### src/rtl/regfile_write_arbiter.sv
// regfile_write_arbiter: round-robin sharing of the single register-file write port; REGFILE_ARB_STATS_EN builds grant/XZR-drop counters
module regfile_write_arbiter #(
  parameter int NREQ   = 2,
  parameter int ADDR_W = 5,
  parameter int DATA_W = 64
) (
  input  logic                     clk,
  input  logic                     reset,
  input  logic                     stall,
  input  logic [NREQ-1:0]          req_valid,
  output logic [NREQ-1:0]          req_ready,
  input  logic [NREQ*ADDR_W-1:0]   req_reg,
  input  logic [NREQ*DATA_W-1:0]   req_data,
  output logic                     RegWrite,
  output logic [ADDR_W-1:0]        WriteRegister,
  output logic [DATA_W-1:0]        WriteData,
  output logic [NREQ*16-1:0]       grant_count,
  output logic [15:0]              xzr_drop_count
);
  localparam int PW = $clog2(NREQ);
  localparam logic [ADDR_W-1:0] XZR = ADDR_W'(31);
  logic [PW-1:0] ptr_q, ptr_d, win;
  logic [PW:0] s;
  logic found, xfer, xzr;
  logic [ADDR_W-1:0] sel_reg, wr_q, wr_d;
  logic [DATA_W-1:0] sel_data, wd_q, wd_d;
  logic rw_q, rw_d;
  // first valid requester scanning from ptr with wraparound
  always_comb begin
    found = 1'b0;
    win = '0;
    s = '0;
    for (int k = 0; k < NREQ; k++) begin
      s = {1'b0, ptr_q} + (PW+1)'(k);
      if (s >= (PW+1)'(NREQ)) s = s - (PW+1)'(NREQ);
      if (!found && req_valid[s[PW-1:0]]) begin
        found = 1'b1;
        win = s[PW-1:0];
      end
    end
  end
  assign xfer      = found & ~stall & ~reset;
  assign req_ready = xfer ? NREQ'(1) << win : '0;
  assign sel_reg   = req_reg[win*ADDR_W +: ADDR_W];
  assign sel_data  = req_data[win*DATA_W +: DATA_W];
  assign xzr       = sel_reg == XZR;
  assign ptr_d     = xfer ? (win == PW'(NREQ-1) ? '0 : win + 1'b1) : ptr_q;
  assign rw_d      = xfer & ~xzr;
  assign wr_d      = xfer ? sel_reg : wr_q;
  assign wd_d      = xfer ? sel_data : wd_q;
  // pointer and registered write port
  always_ff @(posedge clk) begin
    if (reset) begin
      ptr_q <= '0;
      rw_q  <= 1'b0;
      wr_q  <= '0;
      wd_q  <= '0;
    end else begin
      ptr_q <= ptr_d;
      rw_q  <= rw_d;
      wr_q  <= wr_d;
      wd_q  <= wd_d;
    end
  end
  assign RegWrite      = rw_q;
  assign WriteRegister = wr_q;
  assign WriteData     = wd_q;
`ifdef REGFILE_ARB_STATS_EN
  logic [15:0] gc_q [NREQ];
  logic [15:0] xc_q;
  // saturating per-requester grant counters and XZR drop counter
  always_ff @(posedge clk) begin
    if (reset) begin
      for (int i = 0; i < NREQ; i++) gc_q[i] <= '0;
      xc_q <= '0;
    end else begin
      for (int i = 0; i < NREQ; i++)
        if (xfer && win == PW'(i) && gc_q[i] != 16'hFFFF) gc_q[i] <= gc_q[i] + 16'd1;
      if (xfer && xzr && xc_q != 16'hFFFF) xc_q <= xc_q + 16'd1;
    end
  end
  // flatten counters onto the packed port
  always_comb begin
    for (int i = 0; i < NREQ; i++) grant_count[i*16 +: 16] = gc_q[i];
  end
  assign xzr_drop_count = xc_q;
`else
  assign grant_count    = '0;
  assign xzr_drop_count = '0;
`endif
endmodule
### config.mk
export PLATFORM = sky130hd
export DESIGN_NAME = regfile_write_arbiter
export DESIGN_NICKNAME = d
export VERILOG_FILES = /design/src/rtl/regfile_write_arbiter.sv
export SDC_FILE = /design/constraint.sdc
export NUM_CORES = 1
export LEC_CHECK = 0
export CORE_AREA = 2 2 102 104
export CTS_CLUSTER_SIZE = 20
export DETAILED_ROUTE_END_ITERATION = 10
export DIE_AREA = 0 0 104 106
export DONT_BUFFER_PORTS = 1
export SYNTH_ARGS = -nofsm -noshare
export SYNTH_HDL_FRONTEND = slang
export SYNTH_SLANG_ARGS = --single-unit
### constraint.sdc
create_clock -name clk -period 1.4 [get_ports clk]
set_clock_uncertainty 0.05 [all_clocks]
set_input_delay 0.28 -clock clk [delete_from_list [all_inputs] [get_ports clk]]
set_output_delay 0.28 -clock clk [all_outputs]
set_load 0.05 [all_outputs]
### Word-level counts from Yosys, hierarchy flattened

Index checks and enable logic that the tools add are counted.

* register bits: 71
* input bits: 143
* output and inout bits: 120

* add/sub/neg operators: 4
* $mul: 1
* order comparisons: 4
* equal/unequal tests: 1
* shifts and indexed selects: 3
* mux-type cells: 12
* bitwise operators: 6
* reductions and logical operators: 2

Operator list (count)
* $shiftx 128x8->64: 1
* $mux 1: 11
* $shiftx 10x5->5: 1
* $eq 5x5->1 const B: 1
* $lt 1x2->1 const B: 2
* $mul 1x3->4 const B: 1
* $and 1x1->1: 3
* $not 1->1: 3
* $add 1x1->2 const B: 1
* $ge 1x2->1 const B: 1
* $ge 2x2->1 const B: 1
* $mux 2: 1
* $shl 1x1->2 const A: 1
* $sub 1x1->1 const B: 2
* $add 1x1->1 const B: 1
* $logic_and 1x1->1: 1
* $logic_not 1->1: 1

### Longest topological paths before layout

* word-level depth: 13
* depth in mapped cells: 6
* depth with buffers taken out: 3

### Worst setup path before layout

OpenSTA, ideal clock, no wires.

* kind: input port to output port
* start: input reset
* end: output req_ready[0]
* data arrival time: 1.709 ns
* required time: 1.070 ns
* path slack: -0.639 ns
* cell stages on the path: 6
* buffers on the path: 3
* path through: buf_6 > nor2_1 > buf_4 > buf_2 > nand2_1 > a21oi_1

* longest elaborated chain between the ends: 3

Ends and longest elaborated chain
* start, declared: RTL line 8 `input logic reset,`
* $not 1->1: RTL line 42 `assign xfer = found & ~stall & ~reset;`
* $and 1x1->1: RTL line 42
* $mux 2: RTL line 43 `assign req_ready = xfer ? NREQ'(1) << win : '0;`
* end, declared: RTL line 11 `output logic [NREQ-1:0] req_ready,`

No other way between the ends.

### Worst setup path after layout

* start: register ptr_q
* end: output req_ready[0]

* longest elaborated chain between the ends: 11
* elaborated cells on any way between the ends: 21

Ends and longest elaborated chain
* start, declared: RTL line 22 `logic [PW-1:0] ptr_q, ptr_d, win;`
* start signal, assigned: RTL line 59 `ptr_q <= ptr_d;`
* $ge 1x2->1 / $sub 1x1->1 (equally long branches): RTL line 35 `if (s >= (PW+1)'(NREQ)) s = s - (PW+1)'(NREQ);`
* $mux 1: RTL line 35
* $mux 1 (not written as such) (2 in a row): RTL line 36 `if (!found && req_valid[s[PW-1:0]]) begin`
* $mux 1: RTL line 36
* $logic_not 1->1: RTL line 36
* $logic_and 1x1->1: RTL line 36
* $mux 1: RTL line 36
* $and 1x1->1 (2 in a row): RTL line 42
* $mux 2 (*): RTL line 43

Mark *: on every way between the ends. The rest lies on a longest branch, timed or not. The select of a mux whose other input is x is not followed.

==> reports/metrics.csv <==
stage;metric;value;unit
floorplan;Initial Util;0.377;
worst_hold_path;hold depth;1;
run_status;failing checks;negative hold slack, negative setup slack;
floorplan;die width;104;um
sta;Worst Tran Pin Value;593;ps
worst_setup_path;Reg2Reg Launch Point;ptr_q;
placed_design;pre-CTS WS;-114;ps
sta;endpoints failing setup;2;
pwr;pwr dens;1250;nW/um^2
detailed_routing;routed vias;3780;
sta;worst setup margin;-82.9;ps
detailed_routing;final wirelength;12.6;mm
yosys;Ys Warns;0;
cells_and_area;Non-Filler Instances;648;
worst_setup_path;critical path peak fanout;4;
worst_hold_path;HP Class;input port to flop;
floorplan;die area;11000;um^2
yosys;Mapped Area;3770;um^2
detailed_routing;wire length per cell;19.4;um
grt;initial antenna violation count;0;
yosys;cell accounting for the most synthesized area;dfxtp_1;
placed_design;GPL Wtd Cong;0.789;
floorplan;IO Count;263;
sta;Final Max Slew Viols;0;
clock_network;clock-pin slew on the worst setup and hold paths;80;ps
run_status;status;complete, but fails checks;
cells_and_area;commonest non-fill, non-tap cells in the layout;buf_4, dfxtp_1, nand3_1, o21ai_0, a21oi_1;
yosys;Async S/R FF share, synth;0;
grt;first-pass GRT wire length;17.9;mm
yosys;syn avg cell area;8.11;um^2
worst_setup_path;CP required;1070;ps
pwr;Total Power;0.00577;W
clock_network;CTS Buffer Depth;2;
placed_design;number of port buffers;0;
sta;Period minus WS final;1480;ps
worst_setup_path;r2r endpoint;WriteData[41];
floorplan;core area;10000;um^2
cells_and_area;fill count;1023;
placed_design;hpwl dp;8.11;mm
cells_and_area;layout cells sized above 1;0.229;
clock_network;CTS H-tree lvls;3;
worst_setup_path;cell count of the worst reg-to-reg path;5;
flow_run;max cap viols;0;
sta;Final Hold Fails;52;
cells_and_area;Final Util;0.462;
worst_hold_path;Hold Startpoint;reset;
grt;total track usage;0.203;
detailed_routing;DRC Markers;0;
floorplan;die height;106;um
sta;setup TNS;-141;ps
floorplan;row count;37;
worst_setup_path;startpoint types;flop;
clock_network;CTS Buf Count;9;
clock_network;CTS tree;built;
detailed_routing;Via density;5.83;
clock_network;clk sinks;71;
cells_and_area;area grow syn2layout;22.4;%
sta;part of the cycle the worst path needs;1.06;
grt;total grt overflow;0;
sta;Hold Slack;-64.6;ps
clock_network;CTS Root Buffer Type;clkbuf_8;
grt;largest net degree at the start of global routing;68;
cells_and_area;Layout Nets;650;
placed_design;placed cell count;623;
grt;vias in the first global route;3329;
detailed_routing;TritonRoute pass-1 iters;5;
yosys;Synth Instances;465;
pwr;leak pwr;1.73;nW
yosys;Synth Flop Type;dfxtp_1;
worst_hold_path;Worst Hold Path EP;WriteData[6];
cells_and_area;commonest non-fill, non-tap cell in the layout;buf_4;
yosys;top cell type's share of synthesized area;0.377;
worst_setup_path;Crit. End Element;output pin;
worst_setup_path;CP Class;flop to output pin;
yosys;synthesized flop and latch total;71;
detailed_routing;Antenna Nets Post-Route;0;
yosys;post-synthesis sequential area ratio;0.377;
cells_and_area;ant diodes;0;
sta;max frequency;674;MHz
detailed_routing;1st-iter DRT viols;292;
worst_setup_path;WP data arrival;1150;ps
sta;slew margin rel.;0.605;
worst_setup_path;flop-to-flop setup slack;30;ps
pwr;maximum vdd drop;0.492;mV
yosys;Cell variety after synth;27;
sta;RSZ-0062 raised after global routing;true;
clock_network;clk_lat worst skew;350;ps
yosys;Synth area leaders;dfxtp_1, a311oi_1, buf_4;
yosys;Post-synth EDFFs;0;
## layer usage
metal	vias to the layer above	share of wire	GRT usage
met5	-	0	0
met4	0	0.022	0.0734
met3	19	0.087	0.0625
met2	229	0.50	0.349
met1	1792	0.39	0.239
li1	1740	-	-
## logic make-up after synthesis
kind of cell	after synthesis	synth area share
flip-flops	71	0.377
AND/OR/NAND/NOR	100	0.132
buffers and inverters	105	0.166
AO/OA/AOI/OAI	188	0.324
other	1	0.000994
## sequential cells by signal, summed over array words and instances (netlist names)
signal,count
WriteData,64
WriteRegister,5
RegWrite,1
ptr_q,1
## area by class of cell
class / count / area, um^2 / area share
repair buffers: 88 / 818 / 0.177
well taps: 136 / 170 / 0.0369
flip-flops and latches: 71 / 1420 / 0.308
clock buffers: 11 / 141 / 0.0306
multi-input cells: 336 / 1980 / 0.429
clock inverters: 5 / 81.3 / 0.0176
inverters: 1 / 3.75 / 0.000813
## critical path: stages, from the launching register on
cell and delay (ps):
dfxtp_2 350, nand2b_4 160, a21oi_4 150, buf_12 150
## repair_timing
item | in CTS | in global routing
hold buffers | 2 | 1
endpoints found under the hold margin | 62 | 61
cloned | 1 | 2
gates resized for setup | 4 | 11
pin swaps | 4 | 7
endpoints found under the setup margin | 16 | 54
setup buffers | 3 | 0
## per-stage QoR
stage	hold WS, ps	area (um^2)
final	-64.6	4620
after global routing	-91.0	4620
after CTS	-80.2	4500
after detailed placement	310	4190
after global placement	307	4190
after floorplan	369	3960
## Yosys cell counts, drive strengths merged, types with 2 or more instances
| library cell | instances |
|---|---|
| clkbuf | 34 |
| or2 | 2 |
| nor2 | 8 |
| dfxtp | 71 |
| o21ai | 60 |
| nand2 | 13 |
| and2 | 2 |
| nand3 | 61 |
| buf | 70 |
| a311oi | 60 |
| a221o | 9 |
| a21oi | 56 |
| nor3 | 11 |
## power by group
group / internal, W / leakage (nW) / switching [W]
clock: 0.00105 / 0.110 / 0.000823
sequential: 0.00216 / 0.585 / 0.000145
combinational: 0.000451 / 1.03 / 0.00114
total: 0.00366 / 1.73 / 0.00210
## worst max-delay path by stage
stage,startpoint,endpoint,cells past startpoint
floorplan,reset,WriteData[0],5
global route,ptr_q,req_ready[1],3
finish,ptr_q,req_ready[0],3
CTS,ptr_q,req_ready[0],3
global placement,req_valid[1],WriteData[26],4
detailed placement,req_valid[1],WriteData[18],4
Power figures use the tool's default switching activity.
